File: src/rtl/m_divider_seq.sv
// Iterative radix-2 restoring divider for RV32M DIV/DIVU/REM/REMU.
// One quotient bit per cycle; start/busy/done handshake with kill abort.
module m_divider_seq #(
  parameter int XLEN = 32
) (
  input  logic            clk,
  input  logic            rst,
  input  logic            start,
  input  logic            kill,
  input  logic [1:0]      sel,
  input  logic [XLEN-1:0] rs1,
  input  logic [XLEN-1:0] rs2,
  output logic            busy,
  output logic            done,
  output logic [XLEN-1:0] rd
);

  localparam int CW = $clog2(XLEN);
  localparam logic [XLEN-1:0] MIN = {1'b1, {(XLEN-1){1'b0}}};
  localparam logic [CW-1:0] LAST = CW'(XLEN - 1);

  typedef enum logic [1:0] {IDLE, CALC, DONE} state_t;

  state_t state, state_n;

  logic [1:0]      op_sel;
  logic            neg_q;
  logic            neg_r;
  logic [XLEN-1:0] quo;
  logic [XLEN-1:0] rem;
  logic [XLEN-1:0] dvs;
  logic [CW-1:0]   cnt;

  logic            accept;
  logic            is_sgn;
  logic            a_neg;
  logic            b_neg;
  logic            div0;
  logic            ovf;
  logic            special;
  logic [XLEN-1:0] mag_a;
  logic [XLEN-1:0] mag_b;
  logic [XLEN-1:0] spec_rd;

  logic [XLEN:0]   shifted;
  logic [XLEN:0]   diff;
  logic [XLEN-1:0] q_next;
  logic [XLEN-1:0] r_next;
  logic [XLEN-1:0] fin_rd;

  assign accept  = (state == IDLE) && start && !kill;
  assign is_sgn  = !sel[0];
  assign a_neg   = is_sgn && rs1[XLEN-1];
  assign b_neg   = is_sgn && rs2[XLEN-1];
  assign mag_a   = a_neg ? -rs1 : rs1;
  assign mag_b   = b_neg ? -rs2 : rs2;
  assign div0    = (rs2 == '0);
  assign ovf     = is_sgn && (rs1 == MIN) && (rs2 == '1);
  assign special = div0 || ovf;

  always_comb begin
    spec_rd = '0;
    if (div0)
      spec_rd = sel[1] ? rs1 : '1;
    else if (ovf)
      spec_rd = sel[1] ? '0 : MIN;
  end

  // Shift in the next dividend bit and trial-subtract with a borrow bit.
  assign shifted = {rem, quo[XLEN-1]};
  assign diff    = shifted - {1'b0, dvs};

  always_comb begin
    if (!diff[XLEN]) begin
      r_next = diff[XLEN-1:0];
      q_next = {quo[XLEN-2:0], 1'b1};
    end else begin
      r_next = shifted[XLEN-1:0];
      q_next = {quo[XLEN-2:0], 1'b0};
    end
  end

  always_comb begin
    if (op_sel[1])
      fin_rd = neg_r ? -r_next : r_next;
    else
      fin_rd = neg_q ? -q_next : q_next;
  end

  always_ff @(posedge clk or posedge rst) begin
    if (rst)
      state <= IDLE;
    else
      state <= state_n;
  end

  always_comb begin
    state_n = state;
    unique case (state)
      IDLE: begin
        if (accept)
          state_n = special ? DONE : CALC;
      end
      CALC: begin
        if (kill)
          state_n = IDLE;
        else if (cnt == LAST)
          state_n = DONE;
      end
      DONE:    state_n = IDLE;
      default: state_n = IDLE;
    endcase
  end

  always_comb begin
    busy = (state != IDLE);
    done = (state == DONE);
  end

  always_ff @(posedge clk or posedge rst) begin
    if (rst) begin
      op_sel <= '0;
      neg_q  <= 1'b0;
      neg_r  <= 1'b0;
      quo    <= '0;
      rem    <= '0;
      dvs    <= '0;
      cnt    <= '0;
      rd     <= '0;
    end else if (accept) begin
      op_sel <= sel;
      neg_q  <= a_neg ^ b_neg;
      neg_r  <= a_neg;
      quo    <= mag_a;
      rem    <= '0;
      dvs    <= mag_b;
      cnt    <= '0;
      if (special)
        rd <= spec_rd;
    end else if (state == CALC && !kill) begin
      quo <= q_next;
      rem <= r_next;
      cnt <= cnt + 1'b1;
      if (cnt == LAST)
        rd <= fin_rd;
    end
  end

endmodule

File: config.mk
export PLATFORM = sky130hd
export DESIGN_NAME = m_divider_seq
export DESIGN_NICKNAME = d
export VERILOG_FILES = /design/src/rtl/m_divider_seq.sv
export SDC_FILE = /design/constraint.sdc
export NUM_CORES = 1
export LEC_CHECK = 0
export CAP_MARGIN = 20
export CORE_ASPECT_RATIO = 0.9
export CORE_UTILIZATION = 50
export CTS_CLUSTER_DIAMETER = 50
export CTS_CLUSTER_SIZE = 14
export DETAILED_ROUTE_END_ITERATION = 8
export DONT_BUFFER_PORTS = 1
export GPL_ROUTABILITY_DRIVEN = 0
export HOLD_SLACK_MARGIN = 0.1
export PLACE_DENSITY = 0.7
export SLEW_MARGIN = 20
export SYNTH_ARGS = -nofsm -noshare
export SYNTH_HDL_FRONTEND = slang
export SYNTH_SLANG_ARGS = --single-unit
File: constraint.sdc
create_clock -name clk -period 5.1 [get_ports clk]
set_input_delay 1.275 -clock clk [delete_from_list [all_inputs] [get_ports clk]]
set_output_delay 1.275 -clock clk [all_outputs]
set_load 0.01 [all_outputs]
==> results_dict.tcl <==
set metrics [dict create \
    status "finished, final reports clean" \
    tightestPinTransition_ns 1.07 \
    postLayoutCellArea_um2 12100 \
    clk_pin_slew_worst_paths_ns 0.06 \
    fin_crit_ns 4.85 \
    initial_core_util 0.513 \
    postSynthCellCount 1402 \
    slew_violations 0 \
    vdd_drop_max_uv 352 \
    coreArea_um2 21800 \
    root_buffer "clkbuf_16" \
    maxCapViolCount 0 \
    htreeDepth 4 \
    crit_arrival_ns 5.20 \
    fin_crit_sh 0.951 \
    hold_violations 0 \
    yosys_warnings 0 \
    io_buffers 0 \
    relSlewSlack 0.284 \
    grt_start_max_net_pins 80 \
    setup_viol 0 \
    final_cell_mix "o21ai_0, nand2_1, dfrtp_1" \
    async_flop_share 1.00 \
    grt_overflow 0 \
    firstDrtPassIters 7 \
    syn-num-nets 1512 \
    synth_area_um2 11200 \
    crit_type "reg2reg" \
    drt_wl_total_um 34600 \
    fmax_mhz 206 \
    power_density_nw_per_um2 699 \
    drive_above_1_share 0.0709 \
    crit_path_end_kind "register" \
    clk-insertion-delay-late_ns 0.43 \
    cp-start-kind "register" \
    synth_edf_count 0 \
    syn_avg_cell_area_um2 7.99 \
    ys_dominant_reg_cell "dfrtp_1" \
    cts_tree "yes" \
    cp.required_ns 5.45 \
    ys_seq_area_frac 0.308 \
    vias_per_cell 6.44 \
    post-route-drc-count 0 \
    track_usage 0.304 \
    post-dp-hpwl_um 25800 \
    holdBufCountCts 0 \
    grt_pass1_vias 10100 \
    grt_pass1_wl_um 54900 \
    wire_per_inst_um 20.7 \
    area_growth_pct 7.85 \
    antenna_found_initial 0 \
    vias 10800 \
    finClkSkew_ns 0.0136 \
    die_w_um 160 \
    layout.nets 1480 \
    dieArea_um2 23000 \
    first_iter_violations 1133 \
    dieHeight_um 144 \
    clock_sinks 138 \
    tns_ns 0 \
    final_common_cell "o21ai_0" \
    crit_fanout 17 \
    numCtsBuffers 17 \
    hold_path.class "reg2reg" \
    ys_ff_latch 138 \
    clk_path_buf_depth 2 \
    drtAntennaViolNets 0 \
    diodes 0 \
    ys_types 85 \
    postPlaceCellArea_um2 11400 \
    p_leak_uw 0.00493 \
    io_pins 104 \
    rows 51 \
]
==> critical path, cell delays in order (launching register included) <==
cell,delay [ns]
dfrtp_2,0.43
inv_1,0.09
ha_1,0.23
fa_1,0.40
nand2b_1,0.21
a211oi_4,0.28
o21ai_1,0.16
o211ai_2,0.30
and3_4,0.27
nor3_2,0.10
buf_4,0.23
or4_1,0.56
a22oi_1,0.32
nand4_1,0.18
or4b_1,0.57
mux2_4,0.32
o211ai_2,0.13
==> per-stage QoR <==
step	setup WS (ns)	instances	util	power [µW]	hold slack, ns
2_1_floorplan	0.129	1402	-	5640	0.450
3_3_place_gp	0.374	1640	0.524	6840	0.462
3_5_place_dp	0.271	1640	0.524	6920	0.472
4_1_cts	0.222	1672	0.552	8270	0.486
5_1_grt	-0.0115	1674	0.554	9020	0.505
6_report	0.251	1674	0.554	8450	0.478
==> cell type report <==
class / instances / area [µm²]
multi-input combinational: 1134 / 7240
clock inverter: 13 / 166
sequential: 138 / 3450
clock buffer: 19 / 443
tap: 291 / 364
fill: 2060 / 9740
inverter: 55 / 225
timing repair buffer: 24 / 193
==> sequential cells by signal, summed over array words and instances (netlist names) <==
name,flops
cnt,5
dvs,32
neg_q,1
neg_r,1
op_sel,1
quo,32
rd,32
rem,32
state,2
==> worst paths after layout <==
kind | startpoint | to | slack, ns | cells after the start
min in group asynchronous | rst | quo[6]$_DFFE_PP0P_ | 0.84 | 1
hold reg to reg | dvs[27]$_DFFE_PP0P_ | dvs[27]$_DFFE_PP0P_ | 0.48 | 2
setup / recovery | quo[31]$_DFFE_PP0P_ | rd[27]$_DFFE_PP0P_ | 0.25 | 16
hold / removal | dvs[27]$_DFFE_PP0P_ | dvs[27]$_DFFE_PP0P_ | 0.48 | 2
max in group asynchronous | rst | rd[24]$_DFFE_PP0P_ | 3.30 | 2
setup reg to reg | quo[31]$_DFFE_PP0P_ | rd[27]$_DFFE_PP0P_ | 0.25 | 16
==> cell families after synthesis <==
logic type               after synthesis  synth area share
multiplexers                          31            0.0283
flip-flops                           138             0.308
AO/OA/AOI/OAI                        485             0.268
AND/OR/NAND/NOR                      440             0.193
adder cells (fa/ha/maj)               40            0.0453
XOR/XNOR                             138             0.108
buffers and inverters                130            0.0491
==> metal layers <==
layer	part of all wire	vias to the layer above	wire length [µm]	track usage
li1	-	5020	-	-
met1	0.45	5119	15400	0.438
met2	0.43	572	15000	0.462
met3	0.092	70	3180	0.0533
met4	0.029	0	1010	0.0987
met5	0	-	0	0
==> report_power, final <==
part | internal, µW | switching, µW
combinational | 2050 | 3240
clock | 787 | 523
sequential | 1400 | 445
total | 4240 | 4200
==> cell usage after synthesis, drive strengths merged (18+ instances only) <==
| library cell | n | area, µm² |
|---|---|---|
| clkbuf | 59 | 225 |
| ha | 39 | 488 |
| inv | 54 | 203 |
| a22oi | 34 | 255 |
| nand4 | 18 | 113 |
| dfrtp | 138 | 3450 |
| a21oi | 84 | 435 |
| a31oi | 19 | 119 |
| xnor2 | 81 | 709 |
| nor3 | 26 | 135 |
| o211ai | 19 | 153 |
| nand2 | 170 | 638 |
| mux2i | 29 | 290 |
| nor2 | 88 | 335 |
| o21ai | 212 | 1060 |
| o31ai | 27 | 203 |
| xor2 | 57 | 499 |
==> what timing repair did <==
| action | CTS | global route |
|---|---|---|
| setup buffers | 0 | 2 |
| setup endpoints to repair | 0 | 7 |
| gates resized for setup | 0 | 4 |
Power figures use the tool's default switching activity.
